[src/rtl/sa_skew_feeder_pkg.sv]
// Shared definitions for the systolic-array input side.
// Holds the array geometry defaults shared with the accumulator and the
// array itself, and the state encoding of the skew feeder FSM.
package sa_skew_feeder_pkg;

    localparam int unsigned PE_SIZE_DEF    = 4;
    localparam int unsigned DATA_WIDTH_DEF = 8;

    typedef enum logic [1:0] {
        IDLE,
        STREAM,
        DRAIN,
        DONE
    } feeder_state_t;

endpackage

[src/rtl/sa_skew_feeder_skew_delay_line.sv]
// skew_delay_line: DEPTH-stage shift register of one lane's {en, data} word.
// Every stage clears on synchronous reset, so a reset discards anything in
// flight.
//   clk  : clock
//   rst  : synchronous, active-high reset
//   din  : stage-0 input word
//   dout : word leaving the last stage (DEPTH cycles after din)
module skew_delay_line
    import sa_skew_feeder_pkg::*;
#(
    parameter int unsigned DEPTH = 1,
    parameter int unsigned WIDTH = DATA_WIDTH_DEF + 1
) (
    input  logic             clk,
    input  logic             rst,
    input  logic [WIDTH-1:0] din,
    output logic [WIDTH-1:0] dout
);

    logic [WIDTH-1:0] stage [DEPTH];

    always_ff @(posedge clk) begin
        if (rst) begin
            for (int unsigned i = 0; i < DEPTH; i++) begin
                stage[i] <= '0;
            end
        end else begin
            stage[0] <= din;
            for (int unsigned i = 1; i < DEPTH; i++) begin
                stage[i] <= stage[i-1];
            end
        end
    end

    assign dout = stage[DEPTH-1];

endmodule

[src/rtl/sa_skew_feeder.sv]
// sa_skew_feeder: takes one PE_SIZE-lane vector per cycle over a valid/ready
// stream and drives it into the array diagonally skewed (lane k delayed k
// cycles behind lane 0), with a per-lane enable travelling alongside the data.
// Counts ROW_NUM vectors per tile, drains the skew pipeline, pulses done.
//   clk, rst     : clock, synchronous active-high reset
//   start_i      : begin a tile (looked at only in IDLE)
//   vec_i        : input vector, lane k = vec_i[DATA_WIDTH*k +: DATA_WIDTH]
//   vec_valid_i  : vec_i valid
//   vec_ready_o  : vector accepted this cycle when also valid
//   skew_data_o  : skewed lane data, same packing as vec_i
//   skew_en_o    : per-lane element valid
//   busy_o       : not IDLE
//   done_o       : one-cycle pulse at tile completion
module sa_skew_feeder
    import sa_skew_feeder_pkg::*;
#(
    parameter int unsigned PE_SIZE    = PE_SIZE_DEF,
    parameter int unsigned DATA_WIDTH = DATA_WIDTH_DEF,
    parameter int unsigned ROW_NUM    = 294
) (
    input  logic                          clk,
    input  logic                          rst,
    input  logic                          start_i,
    input  logic [DATA_WIDTH*PE_SIZE-1:0] vec_i,
    input  logic                          vec_valid_i,
    output logic                          vec_ready_o,
    output logic [DATA_WIDTH*PE_SIZE-1:0] skew_data_o,
    output logic [PE_SIZE-1:0]            skew_en_o,
    output logic                          busy_o,
    output logic                          done_o
);

    localparam int unsigned VCW = $clog2(ROW_NUM + 1);
    localparam int unsigned DCW = $clog2(PE_SIZE + 1);

    feeder_state_t  state, state_nxt;
    logic [VCW-1:0] vec_cnt;
    logic [DCW-1:0] drain_cnt;
    logic           accept;
    logic           last_vec;
    logic           drain_end;

    assign accept    = vec_valid_i & vec_ready_o;
    assign last_vec  = (vec_cnt == VCW'(ROW_NUM - 1));
    assign drain_end = (drain_cnt == DCW'(PE_SIZE - 1));

    always_ff @(posedge clk) begin
        if (rst) begin
            state <= IDLE;
        end else begin
            state <= state_nxt;
        end
    end

    always_comb begin
        state_nxt   = state;
        vec_ready_o = 1'b0;
        busy_o      = 1'b1;
        done_o      = 1'b0;
        case (state)
            IDLE: begin
                busy_o = 1'b0;
                if (start_i) begin
                    state_nxt = STREAM;
                end
            end
            STREAM: begin
                vec_ready_o = 1'b1;
                if (accept && last_vec) begin
                    state_nxt = DRAIN;
                end
            end
            // PE_SIZE cycles: the last lane needs that long to emit the final element
            DRAIN: begin
                if (drain_end) begin
                    state_nxt = DONE;
                end
            end
            DONE: begin
                done_o    = 1'b1;
                state_nxt = IDLE;
            end
            default: begin
                state_nxt = IDLE;
            end
        endcase
    end

    always_ff @(posedge clk) begin
        if (rst) begin
            vec_cnt   <= '0;
            drain_cnt <= '0;
        end else begin
            case (state)
                IDLE: begin
                    if (start_i) begin
                        vec_cnt <= '0;
                    end
                    drain_cnt <= '0;
                end
                STREAM: begin
                    if (accept) begin
                        vec_cnt <= vec_cnt + VCW'(1);
                    end
                end
                DRAIN: begin
                    drain_cnt <= drain_cnt + DCW'(1);
                end
                default: begin
                    drain_cnt <= '0;
                end
            endcase
        end
    end

    // Non-accept cycles inject {0,0} so bubbles travel down the diagonal and
    // the array never sees stale data.
    for (genvar k = 0; k < PE_SIZE; k++) begin : g_lane
        logic [DATA_WIDTH:0] lane_in;
        logic [DATA_WIDTH:0] lane_out;

        assign lane_in = accept ? {1'b1, vec_i[DATA_WIDTH*k +: DATA_WIDTH]} : '0;

        skew_delay_line #(
            .DEPTH (k + 1),
            .WIDTH (DATA_WIDTH + 1)
        ) u_delay (
            .clk  (clk),
            .rst  (rst),
            .din  (lane_in),
            .dout (lane_out)
        );

        assign skew_en_o[k]                           = lane_out[DATA_WIDTH];
        assign skew_data_o[DATA_WIDTH*k +: DATA_WIDTH] = lane_out[DATA_WIDTH-1:0];
    end

endmodule

[config.mk]
export PLATFORM = sky130hd
export DESIGN_NAME = sa_skew_feeder
export DESIGN_NICKNAME = d
export VERILOG_FILES = /design/src/rtl/sa_skew_feeder_pkg.sv /design/src/rtl/sa_skew_feeder_skew_delay_line.sv /design/src/rtl/sa_skew_feeder.sv
export SDC_FILE = /design/constraint.sdc
export NUM_CORES = 1
export LEC_CHECK = 0
export ABC_AREA = 0
export CAP_MARGIN = 20
export CORE_MARGIN = 2
export CORE_UTILIZATION = 50
export DETAILED_ROUTE_END_ITERATION = 6
export MAX_ROUTING_LAYER = met4
export PLACE_DENSITY = 0.77
export SYNTH_ARGS = -nofsm -noshare
export SYNTH_HDL_FRONTEND = slang
export SYNTH_HIERARCHICAL = 1
export SYNTH_SLANG_ARGS = --single-unit
[constraint.sdc]
create_clock -name clk -period 2.8 [get_ports clk]
set_input_delay 0.56 -clock clk [delete_from_list [all_inputs] [get_ports clk]]
set_output_delay 0.56 -clock clk [all_outputs]
set_load 0.005 [all_outputs]
==> flow_metrics.env <==
export IMPL_yosysSeqAreaShare_pct=57.0
export IMPL_holdCritPathClass="reg -> reg"
export IMPL_max_stage_delay_ns=0.57
export IMPL_rr_startpoint="state[0]"
export IMPL_worstSetupEndpointType="output port"
export IMPL_holdBufCountCts=0
export IMPL_grt_overflow=0
export IMPL_pwr_share_seq_pct=50.3
export IMPL_synth_top_cell_area_share_pct=57.0
export IMPL_path_cells="inv_1 -> ha_1 -> buf_4 -> clkdlybuf4s50_1"
export IMPL_sw_frac_of_total_pct=25.6
export IMPL_die_height_um=89.5
export IMPL_critPathRequiredTime_ns=2.24
export IMPL_core_rowCount=31
export IMPL_yosysMostFrequentCell="dfxtp_1"
export IMPL_dp_slack_ns=0.455
export IMPL_ant_nets=0
export IMPL_postSynthAreaPerCell_um2=10.7
export IMPL_die_x_um=89.5
export IMPL_hp_start="g_lane[3].u_delay/stage[0][1]"
export IMPL_drive_above_1_share_pct=10.4
export IMPL_clk_pin_slew_worst_paths_ns=0.11
export IMPL_reg2reg_to="vec_cnt[7]"
export IMPL_drt_iter0_markers=59
export IMPL_dieArea_um2=8010
export IMPL_nNetsFinal=444
export IMPL_crit_path_top_delay_cell="clkdlybuf4s50_1"
export IMPL_place_congestion=0.827
export IMPL_cts_tree="built"
export IMPL_period_minus_slack_ns=2.52
export IMPL_vias=2236
export IMPL_ys_types=32
export IMPL_intPower_w=0.00235
export IMPL_io_pins=75
export IMPL_rrSetupSlack_ns=0.71
export IMPL_fin_ws_ns=0.284
export IMPL_status="complete, no violations"
export IMPL_switching_power_w=0.000811
export IMPL_grt_antenna_before_repair=0
export IMPL_synth_edf_count=0
export IMPL_port_buffers=74
export IMPL_worst_pin_slew_ns=0.452
export IMPL_drc=0
export IMPL_holdPathEnd="g_lane[3].u_delay/stage[1][1]"
export IMPL_firstDrtPassIters=4
export IMPL_wl_per_cell_um=11.7
export IMPL_p_clk_share_pct=33.3
export IMPL_numCtsBuffers=9
export IMPL_max_clock_freq_ghz=0.398
export IMPL_ir_drop_uv=669
export IMPL_grt_pass1_vias=2068
export IMPL_place_hpwl_um=3910
export IMPL_setup_viol=0
export IMPL_critPathMaxFanout=40
export IMPL_maxCapViolCount=0
export IMPL_clk_path_buf_depth=2
export IMPL_worstPathArrival_ns=1.96
export IMPL_p_comb_share_pct=16.4
export IMPL_post_cts_setup_buffers=0
export IMPL_min_period_over_period_pct=89.8
export IMPL_coreArea_um2=7180
export IMPL_rsz0062_at_grt="no"
export IMPL_path_class="reg -> out"
export IMPL_setup_tns_final_ns=0
export IMPL_clockRootBuffer="clkbuf_8"
export IMPL_synthFlopType="dfxtp_1"
export IMPL_htree_levels=3
export IMPL_antennaDiodeCount=0
export IMPL_netlist_instances=340
export IMPL_syn_cell_area_um2=3650
export IMPL_grt_max_degree=57
export IMPL_fin_cells=503
export IMPL_routed_wl_um=5870
export IMPL_slew_violations=0
export IMPL_leakage_nw=1.92
export IMPL_async_flop_share_pct=0
export IMPL_final_hold_viol_count=0
export IMPL_yosys_warnings=6
export IMPL_r2r_cells=6
export IMPL_synth_area_leader_cell="dfxtp_1"
export IMPL_grt_pass1_wl_um=9340
export IMPL_synth_nets=385
export IMPL_cts_resized=0
export IMPL_slew_headroom_pct=69.9
export IMPL_dp_cells=487
export IMPL_worstHoldPathCells=1
export IMPL_vias_per_cell=4.45
export IMPL_synth_area_leaders="dfxtp_1 57%, nor2b_1 12%, and3_1 5.7%, buf_4 4.1%, and2b_2 3.1%"
export IMPL_gr_usage_all_layers_pct=16.0
export IMPL_power_density_nw_per_um2=691
export IMPL_clock_sinks=104
export IMPL_synth_seq_cells=104
export IMPL_start_util_pct=50.9
export IMPL_area_delta_synth_final_pct=25.3
export IMPL_insertion_delay_ns=0.36
export IMPL_synth_common_cells="104 x dfxtp_1, 72 x nor2b_1, 33 x and3_1, 20 x buf_4, 13 x and2b_2"
export IMPL_startpoint_type="flip-flop"
export IMPL_finalClockSkew_ns=0.0106
per-layer routing:
metal	GRT usage, %	vias to the layer above	wire length (µm)
li1	-	1195	-
met1	18.9	987	2690
met2	25.5	43	2860
met3	3.14	11	183
met4	8.96	0	133
met5	-	-	0
registers in the layout (all words and copies together) (netlist names):
signal                count
state                     2
g_lane.u_delay/stage     90
vec_cnt                   9
drain_cnt                 3
power by group through the flow:
stage                     clock network [W]  logic [W]  registers [W]
after floorplan                           0   0.000330        0.00162
after global placement                    0   0.000507        0.00162
after detailed placement                  0   0.000520        0.00162
after CTS                           0.00107   0.000525        0.00159
after global routing                0.00113   0.000580        0.00160
final                               0.00105   0.000519        0.00159
area by class of cell:
class / instances / area (µm²)
timing repair buffer: 82 / 808
fill: 581 / 2600
inverter: 8 / 30.0
clock buffer: 9 / 124
multi-input combinational: 194 / 1300
tap: 99 / 124
sequential: 104 / 2080
clock inverter: 7 / 109
metrics by stage:
step | util (%) | cell area, µm² | hold WS [ns] | total power (W)
2_1_floorplan | - | 3650 | 0.411 | 0.00195
3_3_place_gp | 60.6 | 4350 | 0.417 | 0.00213
3_5_place_dp | 60.6 | 4350 | 0.420 | 0.00214
4_1_cts | 63.8 | 4580 | 0.444 | 0.00319
5_1_grt | 63.8 | 4580 | 0.452 | 0.00331
6_report | 63.8 | 4580 | 0.433 | 0.00316
how the worst max path moves through the flow:
stage               slack, ns      from  depth (start not counted)           to
finish                   0.28  state[1]                          4  vec_ready_o
global route             0.16  state[1]                          4  vec_ready_o
CTS                      0.25  state[1]                          4  vec_ready_o
detailed placement       0.46   start_i                          5   vec_cnt[8]
global placement         0.53   start_i                          5   vec_cnt[8]
floorplan                0.76  state[1]                          7   vec_cnt[7]
layout by cell type, fill, tap and decap left out, drive strengths merged, types with 3 or more instances in the layout:
master | Yosys | layout
dfxtp | 104 | 104
clkbuf | 8 | 9
clkdlybuf4s50 | 0 | 73
inv | 8 | 12
nand2b | 4 | 4
nand3 | 5 | 5
xnor2 | 5 | 5
mux2i | 3 | 3
or4 | 3 | 3
buf | 26 | 9
nand2 | 4 | 4
a21oi | 8 | 8
and2b | 20 | 20
nor2b | 72 | 72
nor4 | 3 | 3
and3 | 33 | 33
nor2 | 11 | 11
ha | 9 | 9
critical path: cells and delay by family, from the launching register on:
family	cells	cell delay (ns)
DFF	1	0.35
buffers and inverters	3	1.02
adders and majority gates	1	0.23
logic make-up (layout without fill, tap and decap cells):
family / count (synthesis) / after routing / synth area share [%]
buffers and inverters: 42 / 106 / 7.40
multiplexers: 3 / 3 / 0.925
AO/OA/AOI/OAI: 15 / 15 / 2.47
AND/OR/NAND/NOR: 162 / 162 / 27.9
adder cells (fa/ha/maj): 9 / 9 / 3.08
flip-flops: 104 / 104 / 57.0
XOR/XNOR: 5 / 5 / 1.20
(Power assumes the default switching activity.)
